[src/rtl/mem_dump_controller.sv]
`default_nettype none
// ============================================================================
//  Module      : mem_dump_controller
//  Description : Debug-time memory dump sequencer. While the pipeline is
//                halted it takes over the data-memory stage address mux,
//                walks every word index from 0 to RAM_DEPTH-1 and streams
//                each dirty word to the debug unit over a valid/ready
//                handshake.
//  Revision    : 1.0 - initial release
// ----------------------------------------------------------------------------
//  Ports
//    i_clock               : clock, rising edge
//    i_soft_reset          : asynchronous reset, active low
//    i_start_dump          : single-cycle dump request (honoured in IDLE only)
//    i_pipeline_halted     : pipeline stopped, memory stage free
//    i_dato_mem            : memory-stage debug read data (1-cycle latency)
//    i_bit_sucio           : dirty bit of the addressed word
//    i_tx_ready            : debug unit accepts the presented word
//    o_control_address_mem : 1 = memory stage uses the debug address
//    o_enable_mem_datos    : memory enable for the debug read
//    o_address_debug_unit  : byte address (word index << 2)
//    o_word_valid          : o_word_data / o_word_addr valid
//    o_word_data           : captured word
//    o_word_addr           : byte address of the captured word
//    o_busy                : controller not idle
//    o_done                : one-cycle completion pulse
// ============================================================================
module mem_dump_controller #(
    parameter int RAM_DEPTH           = 1024,
    parameter int CANT_BITS_ADDR      = 12,
    parameter int CANT_BITS_REGISTROS = 32
) (
    input  logic                           i_clock,
    input  logic                           i_soft_reset,
    input  logic                           i_start_dump,
    input  logic                           i_pipeline_halted,
    input  logic [CANT_BITS_REGISTROS-1:0] i_dato_mem,
    input  logic                           i_bit_sucio,
    input  logic                           i_tx_ready,
    output logic                           o_control_address_mem,
    output logic                           o_enable_mem_datos,
    output logic [CANT_BITS_ADDR-1:0]      o_address_debug_unit,
    output logic                           o_word_valid,
    output logic [CANT_BITS_REGISTROS-1:0] o_word_data,
    output logic [CANT_BITS_ADDR-1:0]      o_word_addr,
    output logic                           o_busy,
    output logic                           o_done
);

    // Number of bits needed to represent 'value' (minimum 1).
    function automatic int clogb2(input int value);
        int n;
        n = 1;
        for (int i = 0; i < 31; i++) begin
            if ((value >> i) != 0) begin
                n = i + 1;
            end
        end
        return n;
    endfunction

    localparam int              IDX_W    = clogb2(RAM_DEPTH - 1);
    localparam logic [IDX_W-1:0] LAST_IDX = IDX_W'(RAM_DEPTH - 1);

    localparam logic [2:0] S_IDLE      = 3'd0;
    localparam logic [2:0] S_WAIT_HALT = 3'd1;
    localparam logic [2:0] S_ADDR      = 3'd2;
    localparam logic [2:0] S_READ      = 3'd3;
    localparam logic [2:0] S_CHECK     = 3'd4;
    localparam logic [2:0] S_SEND      = 3'd5;
    localparam logic [2:0] S_NEXT      = 3'd6;
    localparam logic [2:0] S_DONE      = 3'd7;

    logic [2:0]                     state_q,     state_d;
    logic [IDX_W-1:0]               idx_q,       idx_d;
    logic                           dirty_q,     dirty_d;
    logic [CANT_BITS_REGISTROS-1:0] word_data_q, word_data_d;
    logic [CANT_BITS_ADDR-1:0]      word_addr_q, word_addr_d;

    logic [CANT_BITS_ADDR-1:0]      w_byte_addr;
    logic                           w_is_last;

    // Word index zero-extended into a byte address; the two LSBs stay 0.
    assign w_byte_addr = CANT_BITS_ADDR'({idx_q, 2'b00});
    assign w_is_last   = (idx_q == LAST_IDX);

    // ------------------------------------------------------------------
    // State and datapath registers
    // ------------------------------------------------------------------
    always_ff @(posedge i_clock or negedge i_soft_reset) begin
        if (!i_soft_reset) begin
            state_q     <= S_IDLE;
            idx_q       <= '0;
            dirty_q     <= 1'b0;
            word_data_q <= '0;
            word_addr_q <= '0;
        end else begin
            state_q     <= state_d;
            idx_q       <= idx_d;
            dirty_q     <= dirty_d;
            word_data_q <= word_data_d;
            word_addr_q <= word_addr_d;
        end
    end

    // ------------------------------------------------------------------
    // Next-state logic
    // ------------------------------------------------------------------
    always_comb begin
        state_d = state_q;
        case (state_q)
            S_IDLE: begin
                if (i_start_dump) begin
                    state_d = S_WAIT_HALT;
                end
            end
            S_WAIT_HALT: begin
                if (i_pipeline_halted) begin
                    state_d = S_ADDR;
                end
            end
            S_ADDR: begin
                state_d = i_pipeline_halted ? S_READ : S_WAIT_HALT;
            end
            S_READ: begin
                state_d = i_pipeline_halted ? S_CHECK : S_WAIT_HALT;
            end
            S_CHECK: begin
                if (!i_pipeline_halted) begin
                    state_d = S_WAIT_HALT;
                end else begin
                    state_d = dirty_q ? S_SEND : S_NEXT;
                end
            end
            S_SEND: begin
                // Captured word is already held, so halt loss is ignored
                // until the debug unit takes it.
                if (i_tx_ready) begin
                    state_d = S_NEXT;
                end
            end
            S_NEXT: begin
                if (!i_pipeline_halted) begin
                    state_d = S_WAIT_HALT;
                end else begin
                    state_d = w_is_last ? S_DONE : S_ADDR;
                end
            end
            S_DONE: begin
                state_d = S_IDLE;
            end
            default: begin
                state_d = S_IDLE;
            end
        endcase
    end

    // ------------------------------------------------------------------
    // Datapath updates: index walk and word capture
    // ------------------------------------------------------------------
    always_comb begin
        idx_d       = idx_q;
        dirty_d     = dirty_q;
        word_data_d = word_data_q;
        word_addr_d = word_addr_q;

        if ((state_q == S_IDLE) && i_start_dump) begin
            idx_d = '0;
        end

        // Index only moves on a completed NEXT; a halt loss keeps it so
        // the same word is read again after re-halt.
        if ((state_q == S_NEXT) && i_pipeline_halted && !w_is_last) begin
            idx_d = idx_q + IDX_W'(1);
        end

        // Read data becomes valid one cycle after the address; sample it
        // only on the edge that actually moves READ -> CHECK.
        if ((state_q == S_READ) && i_pipeline_halted) begin
            word_data_d = i_dato_mem;
            dirty_d     = i_bit_sucio;
            word_addr_d = w_byte_addr;
        end
    end

    // ------------------------------------------------------------------
    // Output decode (Moore)
    // ------------------------------------------------------------------
    always_comb begin
        o_control_address_mem = 1'b0;
        o_enable_mem_datos    = 1'b0;
        o_address_debug_unit  = '0;
        o_word_valid          = 1'b0;
        o_busy                = (state_q != S_IDLE);
        o_done                = 1'b0;
        case (state_q)
            S_ADDR, S_READ: begin
                o_control_address_mem = 1'b1;
                o_enable_mem_datos    = 1'b1;
                o_address_debug_unit  = w_byte_addr;
            end
            S_CHECK, S_NEXT: begin
                o_control_address_mem = 1'b1;
                o_address_debug_unit  = w_byte_addr;
            end
            S_SEND: begin
                o_control_address_mem = 1'b1;
                o_address_debug_unit  = w_byte_addr;
                o_word_valid          = 1'b1;
            end
            S_DONE: begin
                o_done = 1'b1;
            end
            default: begin
                o_done = 1'b0;
            end
        endcase
    end

    assign o_word_data = word_data_q;
    assign o_word_addr = word_addr_q;

endmodule
`default_nettype wire

[config.mk]
export PLATFORM = sky130hd
export DESIGN_NAME = mem_dump_controller
export DESIGN_NICKNAME = d
export VERILOG_FILES = /design/src/rtl/mem_dump_controller.sv
export SDC_FILE = /design/constraint.sdc
export NUM_CORES = 1
export LEC_CHECK = 0
export CAP_MARGIN = 20
export CORE_MARGIN = 1.5
export CORE_UTILIZATION = 47
export DETAILED_ROUTE_END_ITERATION = 10
export PLACE_DENSITY = 0.89
export SYNTH_ARGS = -nofsm -noshare
export SYNTH_HDL_FRONTEND = slang
export SYNTH_SLANG_ARGS = --single-unit
[constraint.sdc]
create_clock -name i_clock -period 3.85 [get_ports i_clock]
set_input_delay 0.5775 -clock i_clock [delete_from_list [all_inputs] [get_ports i_clock]]
set_output_delay 0.5775 -clock i_clock [all_outputs]
set_load 0.005 [all_outputs]
# Yosys cells after proc, flatten, opt, wreduce, memory -nomap -nowiden
# Index checks and enable logic that the tools add are counted.
[totals]
ff_bits = 56
input_bits = 38
output_inout_bits = 61
elab_cells = 45
[op_classes]
addsub = 1
eq_ne = 11
muxes = 17
n_reduce_logical = 11
[op_table]
columns = ["op", "count"]
rows = [
  ["one-hot mux 3 bit (8 select lines)", 1],
  ["2-to-1 mux 3 bit", 7],
  ["2-to-1 mux 10 bit", 2],
  ["== test 3 bit, second input constant", 4],
  ["2-to-1 mux 12 bit", 1],
  ["adder 10 x 1 -> 10 bit, second input constant", 1],
  ["== test 10 bit, second input constant", 1],
  ["== test 3 x 2 -> 1 bit, second input constant", 2],
  ["inequality test 2 bit, second input constant", 3],
  ["OR reduction 5 bit", 1],
  ["logical AND 1 bit", 4],
  ["2-to-1 mux 1 bit", 4],
  ["2-to-1 mux 2 bit", 2],
  ["== test 3 x 1 -> 1 bit, second input constant", 1],
  ["logical NOT 3 bit", 1],
  ["AND reduction 3 bit", 1],
  ["nonzero test 3 bit", 1],
  ["nonzero test 2 bit", 1],
  ["OR reduction 2 bit", 1],
  ["logical NOT 1 bit", 1],
]

# Longest topological paths before layout
# Gate-level depths: netlist (run 1).
[depth]
ltp_word = 4
ltp_mapped = 6
mapped_depth_nobuf = 5

# Worst setup path before layout (run 1)
# OpenSTA, ideal clock, no wires.
[synth_path]
path_type = "reg2out"
from = "reg state_q[1]"
to = "out o_address_debug_unit[5]"
arrival_ps = 1286
path_slack_ps = 1987
stages_incl_launch_ff = 6
n_path_buf = 1
cell_sequence = "dfrtp_1 clkbuf_1 nand2_1 nor2_1 nor2_1 and2_2"
[synth_between]
elab_chain_len = 3
elab_cells_between_ends = 7
cone_classes = "eq/ne (5); mux (1); reduce/logical (1)"
[synth_lines]
columns = ["element", "line", "rtl"]
rows = [
  ["from (decl)", "74", "logic [2:0] state_q, state_d;"],
  ["from (signal assigned)", "98", "state_q <= state_d;"],
  ["== test 3 bit or == test 3 x 2 -> 1 bit (tied branches)", "196", "case (state_q)"],
  ["OR reduction 5 bit (no line) *", "n/a", ""],
  ["2-to-1 mux 12 bit *", "196", ""],
  ["to (decl)", "42", "output logic [CANT_BITS_ADDR-1:0] o_address_debug_unit,"],
]
# Every way passes the cells marked *; elsewhere a longest branch is shown, timed or not.

# Worst setup path after layout (run 1)
[layout_path]
from = "reg state_q[2]"
to = "out o_address_debug_unit[5]"
# Same word-level chain as after synthesis.

==> reports/results.ini, run 1 <==
[outcome]
outcome = complete, no violations

[route]
num_vias = 1916
firstDrtPassIters = 4
wl_um = 5950
drtIter0Drc = 127
drc = 0
vias_per_cell = 5.26
wire_per_inst_um = 16.3
ant_nets = 0

[setup_path]
critPathKind = flop to primary output
worstPathRequired_ns = 3.27
cp-start-kind = flop
cp_max_fo = 10
arrival_ns = 2.27
end_kind = primary output

[floorplanning]
row_count = 26
ios = 99
initial_core_util_pct = 49.5
die_x_um = 76.8
die_h_um = 76.8
die_area_mm2 = 0.00590
fp.coreArea_mm2 = 0.00517

[timing]
fin_crit_ns = 2.85
slew_headroom_pct = 59.8
rsz0062_at_grt = false
skew_ns = 0.0152
hold_viol_final = 0
setup-violations-final = 0
fin_tns_setup_ns = 0
fmax_mhz = 351
final_max_slew_viol_count = 0
min_period_over_period_pct = 73.9
worst_slew_pin_slew_ns = 0.604

[yosys]
synth_area_mm2 = 0.00256
yosys.area.top_type_share_pct = 54.8
synthTopCellsByArea = dfrtp_1 55%, mux2_2 18%, and2_1 2.0%
yosys_warnings = 0
synthDistinctLibCells = 43
synthCells = 201
yosysTopAreaCell = dfrtp_1
seq_area_frac_synth_pct = 54.8
ys_ff_latch = 56
avgSynthCellArea_um2 = 12.7

[cells_and_area]
multi_input_area_mm2 = 0.00107
antennaDiodeCount = 0
fill_cells = 354
area_growth_pct = 41.5
final_common_cell = clkdlybuf4s50_1
stdcell_count = 364
nNetsFinal = 332
final_cell_mix = 93 x clkdlybuf4s50_1, 56 x dfrtp_1, 42 x mux2_2, 11 x nand2_1, 8 x and2_1
area.sequential_mm2 = 0.00140
drive_gt1_share_pct = 21.8

[power]
vdd_drop_max_mv = 0.357
swShare_pct = 30.9
p_seq_share_pct = 41.9
clkPwrFrac_pct = 15.0
power.leakage_nw = 1.59
powerDensity_mw_per_mm2 = 621
power_switching_uw = 695
power.internal_mw = 1.55
pwr-share-comb_pct = 43.1

[grt]
overflow = 0
grt_usage_pct = 21.3
grt_pass1_wl_um = 9850
antenna_found_initial = 0
grt_max_degree = 46
grt_pass1_vias = 1996

[clock_tree]
cts_sinks = 56
cts_root_buf = clkbuf_8
cts_tree = built
cts_setup_buffers = 0
clk_pin_slew_ns = 0.11
post_cts_resized = 0
cts_made_buffers = 5
ctsHoldBuffers = 0
clock_latency_ns = 0.32
cts.path.max_buffers = 2
cts_max_level = 2

[hold_path]
hold_class = primary input to async pin

[job]
drv_cap = 0

[place]
hpwl_um = 4420
gp_congestion = 0.797
placed_cells_incl_taps = 356
port_buffers = 94

-- cell families (layout without fill, tap and decap cells) --
group,Yosys count,after routing,synth area share [%]
and+or+nand+nor,52,52,12.3
DFF,56,56,54.8
buffers and inverters,18,108,3.81
other,1,4,0.147
muxes,43,43,18.9
AOI/OAI and AO/OA,30,30,9.58
adders and majority gates,1,1,0.489
-- worst paths after layout --
kind | start | endpoint | cells past startpoint | slack (ns)
setup / recovery | state_q[2]$_DFFE_PN0P_ | o_address_debug_unit[5] | 5 | 1.00
hold / removal | i_soft_reset | idx_q[3]$_DFFE_PN0P_ | 1 | 0.25
setup reg to reg | state_q[1]$_DFFE_PN0P_ | idx_q[9]$_DFFE_PN0P_ | 4 | 1.94
hold reg to reg | o_word_addr[9]$_DFFE_PN0P_ | o_word_addr[9]$_DFFE_PN0P_ | 1 | 0.51
max in group asynchronous | i_soft_reset | o_word_data[2]$_DFFE_PN0P_ | 2 | 2.77
min in group i_clock | o_word_addr[9]$_DFFE_PN0P_ | o_word_addr[9]$_DFFE_PN0P_ | 1 | 0.51
-- flip-flops by register name (all words and copies together) (netlist names) --
name / count
state_q: 3
dirty_q: 1
o_word_data: 32
idx_q: 10
o_word_addr: 10
-- stage by stage --
step	hold WS, ns	utilization (%)	power, mW	cell area, um^2	setup slack [ns]
2_1_floorplan	0.282	-	1.36	2570	1.99
3_3_place_gp	0.475	68.2	1.88	3530	1.37
3_5_place_dp	0.483	68.2	1.93	3530	1.29
4_1_cts	0.266	70.0	2.27	3620	0.926
5_1_grt	0.290	70.0	2.39	3620	0.775
6_report	0.252	70.0	2.25	3620	1.00
-- synth_stat cells --
cell type  instances
a41oi_1            1
and3_1             4
o32a_1             1
and3_2             2
inv_1              4
o31ai_4            1
or2b_1             1
nand3_4            1
or4_1              1
a221o_1            2
buf_4              6
a21o_1             2
nand3b_1           1
a211oi_1           2
a21oi_1            5
clkbuf_1           2
nor2_1             6
mux2i_1            1
nand2b_1           2
nand3_1            3
a31oi_1            2
or3_1              1
and4_2             1
and4b_1            1
o21ai_0            6
dfrtp_1           56
o31a_4             1
a22o_2             1
a211o_1            3
mux2_2            42
nor3b_1            1
nor3_1             4
buf_2              6
nand4_2            2
ha_1               1
and2_2             1
conb_1             1
and2b_1            1
a2bb2oi_1          1
o221ai_1           1
a21oi_4            1
nand2_1           11
and2_1             8
-- layer usage --
metal / GRT usage (%) / up-vias / routed length (um)
li1: - / 894 / -
met1: 25.4 / 948 / 2400
met2: 37.3 / 61 / 3130
met3: 4.76 / 13 / 273
met4: 8.33 / 0 / 145
met5: 0 / - / 0
-- power groups by stage --
stage / Combinational (mW) / Sequential, mW / Clock (mW)
6_report: 0.969 / 0.943 / 0.338
5_1_grt: 1.04 / 0.974 / 0.379
4_1_cts: 0.983 / 0.943 / 0.348
3_5_place_dp: 0.976 / 0.955 / 0
3_3_place_gp: 0.949 / 0.932 / 0
2_1_floorplan: 0.428 / 0.931 / 0
-- critical path, cell delays in order (launching register included) --
cell and delay (ns):
dfrtp_1 0.46, inv_1 0.19, nor2_1 0.10, nor2_1 0.47, and2_2 0.23, clkdlybuf4s50_1 0.49
-- area by class of cell --
| type | count | area share, % |
|---|---|---|
| clock inverter | 3 | 0.691 |
| tap | 70 | 2.42 |
| multi-input combinational | 130 | 29.6 |
| timing repair buffer | 96 | 26.3 |
| clock buffer | 5 | 1.90 |
| inverter | 4 | 0.415 |
| sequential | 56 | 38.7 |
Note: power is estimated with default switching activity, not from simulation.
==> run 2, diff against run 1 <==
--- a/config.mk
+++ b/config.mk
@@ -7,9 +7,9 @@
 export LEC_CHECK = 0
 export CAP_MARGIN = 20
 export CORE_MARGIN = 1.5
-export CORE_UTILIZATION = 47
+export CORE_UTILIZATION = 39
 export DETAILED_ROUTE_END_ITERATION = 10
-export PLACE_DENSITY = 0.89
+export PLACE_DENSITY = 0.79
 export SYNTH_ARGS = -nofsm -noshare
 export SYNTH_HDL_FRONTEND = slang
 export SYNTH_SLANG_ARGS = --single-unit
==> constraint.sdc (replaced) <==
create_clock -name i_clock -period 2.3 [get_ports i_clock]
set_input_delay 0.345 -clock i_clock [delete_from_list [all_inputs] [get_ports i_clock]]
set_output_delay 0.345 -clock i_clock [all_outputs]
set_load 0.005 [all_outputs]
==> run 2 against run 1 <==
Compared with the run above: clock skew is 0.00090 ns higher; largest cell class unchanged; sequential power increased by 62%; highest routed layer unchanged; core utilization decreased by 11 points; critical path type unchanged; hold slack gained 0.15 ns.
==> reports/results.ini, run 2 (synthesis gave the netlist of run 1 again) <==
[setup_path]
regToRegStartpoint = idx_q[0]$_DFFE_PN0P_  ; was state_q[1]$_DFFE_PN0P_
critPathLaunch = state_q[2]$_DFFE_PN0P_  ; unchanged
slowest_delay_ns = 0.50  ; was 0.49 ns
cp-start-kind = flop  ; unchanged
worstPathRequired_ns = 1.96  ; was 3.27 ns
path_cells = inv_2 -> nor2_1 -> nor2_1 -> buf_4 -> and2_1 -> clkdlybuf4s50_1  ; was inv_1 -> nor2_1 -> nor2_1 -> and2_2 -> clkdlybuf4s50_1
cp_max_fo = 10  ; unchanged
ff2ff_setup_slack_ns = 0.40  ; was 1.94 ns
slowest_stage = clkdlybuf4s50_1  ; unchanged
end_kind = primary output  ; unchanged
crit_top_cell = nor2_1  ; unchanged
critPathKind = flop to primary output  ; unchanged
arrival_ns = 1.87  ; was 2.27 ns

[floorplanning]
ios = 99  ; unchanged
die_x_um = 84  ; was 76.8 um
row_count = 29  ; was 26
die_h_um = 84  ; was 76.8 um
initial_core_util_pct = 40.3  ; was 49.5%
die_area_mm2 = 0.00706  ; was 0.00590 mm^2
fp.coreArea_mm2 = 0.00635  ; was 0.00517 mm^2

[clock_tree]
cts_max_level = 2  ; unchanged
cts.path.max_buffers = 2  ; unchanged
cts_tree = built  ; unchanged
clk_pin_slew_ns = 0.10  ; was 0.11 ns
clock_latency_ns = 0.31  ; was 0.32 ns
cts_sinks = 56  ; unchanged
cts_root_buf = clkbuf_8  ; unchanged
cts_made_buffers = 5  ; unchanged

[power]
power_switching_mw = 1.14  ; was 695 uW
power.leakage_nw = 1.64  ; was 1.59 nW
clkPwrFrac_pct = 14.1  ; was 15.0%
pwr-share-comb_pct = 45.9  ; was 43.1%
power.internal_mw = 2.69  ; was 1.55 mW
p_seq_share_pct = 40.1  ; was 41.9%
swShare_pct = 29.8  ; was 30.9%
vdd_drop_max_mv = 0.779  ; was 0.357 mV
powerDensity_mw_per_mm2 = 1030  ; was 621 mW/mm^2

[cells_and_area]
fill_cells = 531  ; was 354
antennaDiodeCount = 0  ; unchanged
stdcell_area_mm2 = 0.00371  ; was 0.00362 mm^2
final_util_pct = 58.5  ; was 70.0%
final_common_cell = clkdlybuf4s50_1  ; unchanged
area_growth_pct = 45.1  ; was 41.5%
drive_gt1_share_pct = 24.7  ; was 21.8%
nNetsFinal = 342  ; was 332
final_cell_mix = 93 x clkdlybuf4s50_1, 54 x dfrtp_1, 42 x mux2_2, 11 x nand2_1, 10 x buf_4  ; was 93 x clkdlybuf4s50_1, 56 x dfrtp_1, 42 x mux2_2, 11 x nand2_1, 8 x and2_1
largest_reg_flops = 32  ; unchanged

[grt]
grt_pass1_vias = 2000  ; was 1996
grt_max_degree = 46  ; unchanged
antenna_found_initial = 0  ; unchanged
grt_usage_pct = 17.1  ; was 21.3%
grt_pass1_wl_um = 9760  ; was 9850 um
overflow = 0  ; unchanged

[timing]
hold_viol_final = 0  ; unchanged
final_max_slew_viol_count = 0  ; unchanged
min_period_over_period_pct = 96.5
fmax_mhz = 451
whs_ns = 0.397  ; was 0.252 ns
setup-violations-final = 0  ; unchanged
fin_ws_ns = 0.0805  ; was 1.00 ns
fin_crit_ns = 2.22
skew_ns = 0.0161  ; was 0.0152 ns

[route]
met1_length_um = 2510  ; was 2400 um
firstDrtPassIters = 4  ; unchanged
vias_per_cell = 5.09  ; was 5.26
top_layer = met4  ; unchanged
drc = 0  ; unchanged
wl_met3_um = 283  ; was 273 um
num_vias = 1939  ; was 1916
wire_per_inst_um = 15.5  ; was 16.3 um
route.met2.wl_um = 3030  ; was 3130 um
ant_nets = 0  ; unchanged
drtIter0Drc = 91  ; was 127
wl_um = 5900  ; was 5950 um

[place]
hpwl_um = 4290  ; was 4420 um
placed_area_mm2 = 0.00360  ; was 0.00353 mm^2
port_buffers = 94  ; unchanged
place_ws_ns = 0.230  ; was 1.29 ns
gp_congestion = 0.820  ; was 0.797

[hold_path]
hold_class = primary input to async pin  ; unchanged

[job]
drv_cap = 0  ; unchanged

[outcome]
outcome = complete, no violations  ; unchanged

run 2: worst paths after layout:
path | end | cells past startpoint
min | o_word_data[15]$_DFFE_PN0P_ | 2
max | o_address_debug_unit[10] | 6
max reg2reg | idx_q[7]$_DFFE_PN0P_ | 5
min in group i_clock | o_word_addr[11]$_DFFE_PN0P_ | 2
min reg2reg | o_word_addr[11]$_DFFE_PN0P_ | 2
max in group asynchronous | state_q[2]$_DFFE_PN0P_ | 3
run 2: cell type report:
| class | instances | area, um^2 | area share [%] |
|---|---|---|---|
| Multi-Input combinational cell | 130 | 1070 | 28.8 |
| Sequential cell | 56 | 1400 | 37.8 |
| Timing Repair Buffer | 106 | 1040 | 28.0 |
| Clock buffer | 6 | 72.6 | 1.95 |
| Inverter | 4 | 15.0 | 0.404 |
| Tap cell | 77 | 96.3 | 2.59 |
| Clock inverter | 2 | 13.8 | 0.371 |
run 2: power by group through the flow:
stage	Combinational (mW)	Sequential, mW	Clock [mW]
global route	1.89	1.58	0.587
floorplan	0.716	1.56	0
CTS	1.76	1.53	0.559
detailed placement	1.75	1.56	0
global placement	1.72	1.53	0
finish	1.76	1.53	0.539
run 2: critical path: cells and delay by family (launching register included):
family | cells | cell delay, ns
buf+inv | 3 | 0.79
flops | 1 | 0.46
simple gates | 3 | 0.32
run 2: routing by layer:
layer | global-route usage, % | vias to the layer above
li1 | - | 922
met1 | 22.2 | 958
met2 | 29.1 | 53
met3 | 3.26 | 6
met4 | 5.07 | 0
met5 | 0 | -
run 2: per-stage QoR:
step | total power, mW | setup TNS [ns] | instances
detailed placement | 3.30 | 0 | 370
global placement | 3.25 | 0 | 370
floorplan | 2.27 | 0 | 204
global route | 4.06 | -0.0000804 | 381
CTS | 3.85 | 0 | 379
finish | 3.83 | 0 | 381
run 2: repair_timing:
action | 4_1_cts | 5_1_grt
setup buffers | 0 | 2
resized for setup | 2 | 1
endpoints found under the setup margin | 9 | 9
hold buffers | 1 | 0
hold endpoints to repair | 6 | 0
==> RTL change 1, RTL diff (config.mk and constraints of run 1) <==
`RAM_DEPTH`: 1024 -> 4096.
--- a/src/rtl/mem_dump_controller.sv
+++ b/src/rtl/mem_dump_controller.sv
@@ -26,7 +26,7 @@
 //    o_done                : one-cycle completion pulse
 // ============================================================================
 module mem_dump_controller #(
-    parameter int RAM_DEPTH           = 1024,
+    parameter int RAM_DEPTH           = 4096,
     parameter int CANT_BITS_ADDR      = 12,
     parameter int CANT_BITS_REGISTROS = 32
 ) (
Behaviour: same outputs for any inputs over 10 cycles, from zero or initial values and one cycle with i_soft_reset low; that may be too few to reach the edited logic, so the function may still have changed.
==> RTL change 1 against run 1 <==
- worst setup slack better by 0.19 ns
- area after synthesis is 1.4% higher
- wire length is 4.7% lower
- cell area increased by 4.3%
- power up 12%
- sequential cell count is 2 higher
- clock power rose by 68%
==> RTL change 1: results (changes against run 1) <==
status=finished, final reports clean; Crit path largest cell delay=0.52 ns (+0.03 ns); sequential cell area=0.00145 mm^2 (+3.6%); drt pass-1 iters=4 (unchanged); top post-synthesis cells by count=dfrtp_1, mux2_2, nand2_1; Clk power=0.000569 W (+68%); CP top delay family=buffers and inverters; gpl congestion=0.895 (+12%); Arrival @ worst endpoint=2.07 ns (-0.20 ns); adder-cell share of the synthesized area=0.482% (-0.0068 points); period utilization=68.9% (-5.1 points); R2R Setup Slk=1.89 ns (-0.05 ns); Clock-cell share=5.40% (+2.8 points); clk_skew=0.00713 ns (-0.00807 ns); count of plain and timing-repair buffers=97 (+1.0%); CP max FO=11 (+1); Layout non-clock buf frac=25.4% (-0.87 points); mux cell area share after synthesis=18.5% (-0.41 points); Post-DP HPWL=4.13 mm (-6.6%); Yosys warnings=0 (unchanged); Net count, final=355 (+6.9%); layout cell share with drive strength beyond 1=19.1% (-2.7 points); DR WL met2=2.77 mm (-11%); via-per-instance ratio=5.25 (-0.24%); GRT met3 Usage=4.64% (-0.12 points); largest net degree at the start of global routing=42 (-8.7%); # port buffers=94 (unchanged); drt wl/cell=14.5 um (-11%); post-synthesis compound-gate area fraction=7.14% (-2.4 points); Iter 0 DRT Violations=81 (-36%); TritonCTS buffer count=9 (+4); first-pass GRT wire length=9.53 mm (-3.2%); XOR/XNOR share of the synthesized area=0.338% (+0.34 points); CTS H-Tree Depth=3 (+1); vias in the first global route=2,045 (+2.5%); M2 GR Usage=33.5% (-3.7 points); Clock Buffer Count=13 (+8); invs w/o clock=7 (+3); Slowest-stage cell, CP=clkdlybuf4s50_1; Worst-path clk slew=0.06 ns (-0.05 ns); VDD IR max=0.428 mV (+20%); Top Metal Used=met4; Synth area leaders=dfrtp_1, mux2_2, o21ai_0; pre-CTS WS=1.53 ns (+0.241 ns); Tot GR Track Use=20.1% (-1.2 points); worst slew pin tran=0.876 ns (+0.273 ns); clk sinks=58 (+3.6%); leakage=1.60 nW (+1.0%); # fillers=392 (+11%); Comb power frac=38.3% (-4.8 points); Met1 Wirelength=2.42 mm (+0.75%); post-CTS setup buffers=0 (unchanged); post-CTS resize count=0 (unchanged); wire length on met3=399 um (+46%); #MultiIn Comb=143 (+10%); grt met1 use=25.0% (-0.41 points); Sw Share=27.8% (-3.1 points); post-synthesis sequential area ratio=55.9% (+1.2 points); ys async rst share=100% (unchanged); footprint of the multi-input gates=0.00105 mm^2 (-2.3%)
## RTL change 1: cell count changes after synthesis, moves of 3 or more
cell             run 1  this run
and3_1               4         1
mux2i_1              1         4
nand2_1             11        17
nor2b_1              0         8
a21oi_1              5         1
nor2_1               6        14
inv_1                4         7
buf_2                6         9
o21ai_0              6        14
nand3_1              3         8
o211ai_1             0         3
mux2_2              42        39
and2_1               8         1
## RTL change 1: per-stage QoR
step / hold slack [ns] / area, um^2 / instances / power, W
5_1_grt: 0.460 / 3770 / 390 / 0.00266
3_5_place_dp: 0.480 / 3570 / 375 / 0.00197
4_1_cts: 0.399 / 3770 / 390 / 0.00254
6_report: 0.371 / 3770 / 390 / 0.00251
2_1_floorplan: 0.282 / 2610 / 223 / 0.00140
3_3_place_gp: 0.466 / 3570 / 375 / 0.00192
## RTL change 1: path summary, 6_finish.rpt
kind,from,endpoint,depth (start not counted)
setup / recovery,state_q[1],o_address_debug_unit[7],5
hold / removal,i_soft_reset,o_word_data[9],1
setup reg to reg,idx_q[1],idx_q[7],5
hold reg to reg,o_word_addr[5],o_word_addr[5],2
max in group asynchronous,i_soft_reset,idx_q[1],2
min in group i_clock,o_word_addr[5],o_word_addr[5],2
## RTL change 1: logic make-up (layout without fill, tap and decap cells)
group	count (synthesis)	count (layout)
AO/OA/AOI/OAI	29	29
multiplexers	43	43
other	1	4
adder cells (fa/ha/maj)	1	1
XOR/XNOR	1	1
buffers and inverters	22	119
flip-flops	58	58
AND/OR/NAND/NOR	65	65
## RTL change 1: worst register-to-register path, stage by stage, from the launching register on
cell      delay [ns]
dfrtp_1         0.43
ha_1            0.25
nand2_1         0.18
nor4_1          0.51
o21ai_1         0.27
o211ai_1        0.23
==> RTL change 2, RTL diff (flow settings as in run 1) <==
Made on the original files. Make the reset (`i_soft_reset`) synchronous in one clocked block. Comments in the files are not updated.
--- a/src/rtl/mem_dump_controller.sv
+++ b/src/rtl/mem_dump_controller.sv
@@ -87,7 +87,7 @@
     // ------------------------------------------------------------------
     // State and datapath registers
     // ------------------------------------------------------------------
-    always_ff @(posedge i_clock or negedge i_soft_reset) begin
+    always_ff @(posedge i_clock) begin
         if (!i_soft_reset) begin
             state_q     <= S_IDLE;
             idx_q       <= '0;
Check against the original RTL: differs if i_soft_reset is asserted again (counterexample within 4 cycles, from zero or initial values and one cycle with i_soft_reset low); with i_soft_reset held inactive, the same outputs for 10 cycles.
==> RTL change 2 against run 1 <==
- area after synthesis shrank 0.73%
- fmax rose by 1.9%
- count of clock-buffer cells in the layout stayed put
- clock skew decreased by 0.010 ns
- worst setup slack better by 0.052 ns
- critical path type unchanged
- wire length up 1.9%
- cell area down 1.8%
- sequential cell count unchanged
- highest routed layer unchanged
- largest cell class is now multi-input gates
Power is not compared: it rests on default switching activity, and its combinational part moved more than twofold at a synthesized area within 25%.
==> RTL change 2: results (changes against run 1) <==
status=finished, final reports clean; drt wl/cell=13.3 um (-18%); wire length on met3=388 um (+42%); Synth Instances=302 (+50%); clock root buffer master=clkbuf_8; R2R Setup Slk=1.91 ns (-0.03 ns); pre-CTS WS=1.33 ns (+0.0444 ns); Hold WS=0.458 ns (+0.206 ns); ys async rst share=0% (-100 points); Iter 0 DRT Violations=90 (-29%); DR WL met2=2.93 mm (-6.4%); Synth area leaders=dfxtp_1, nand2_1, a21boi_0; Clk Latency, worst-skew pair=0.30 ns (-0.02 ns); layout cell share with drive strength beyond 1=4.68% (-17 points); crit path from=state_q[2]; CP Capture Point=o_address_debug_unit[4]; post-synthesis sequential area ratio=44.1% (-11 points); CP max FO=16 (+6); drt pass-1 iters=4 (unchanged); Placed Area=0.00344 mm^2 (-2.4%); gpl congestion=0.837 (+4.9%); M2 GR Usage=35.8% (-1.5 points); GRT met3 Usage=5.15% (+0.39 points); first-pass GRT wire length=10.3 mm (+4.6%); vias in the first global route=2,145 (+7.5%); largest net degree at the start of global routing=38 (-17%); Max Freq=358 MHz (+1.9%); Inst Count DP=447 (+26%); Slowest-stage cell, CP=dfxtp_1; # fillers=417 (+18%); Tot GR Track Use=21.2% (-0.14 points); worst hold path type=reg -> reg; count of non-filler cells in the finished layout=455 (+25%); top post-synthesis cells by count=nand2_1, dfxtp_1, a21boi_0; Net count, final=423 (+27%); Crit path largest cell delay=0.67 ns (+0.18 ns)
-- RTL change 2: cell type report --
cell class                      instances  area, um^2  share of cell area [%]
Timing Repair Buffer                   97         963                    27.1
Sequential cell                        56        1120                    31.5
Tap cell                               70        87.6                    2.46
Clock inverter                          3        42.5                    1.20
Multi-Input combinational cell        223        1270                    35.6
Inverter                                1        3.75                   0.106
Clock buffer                            5        68.8                    1.94
-- RTL change 2: power by group --
group	leakage [nW]	internal, W	total, W	switching [W]
clock	0.0541	0.000193	0.000378	0.000186
combinational	0.707	0.0000606	0.0000968	0.0000362
sequential	0.451	0.000584	0.000593	0.00000821
-- RTL change 2: logic make-up (layout without fill, tap and decap cells) --
family	after synthesis	after routing	share of synthesized area, %
adder cells (fa/ha/maj)	1	1	0.493
multiplexers	2	2	0.837
AND/OR/NAND/NOR	144	144	27.1
flip-flops	56	56	44.1
XOR/XNOR	2	2	0.690
buffers and inverters	26	106	6.45
other	1	4	0.148
AO/OA/AOI/OAI	70	70	20.1
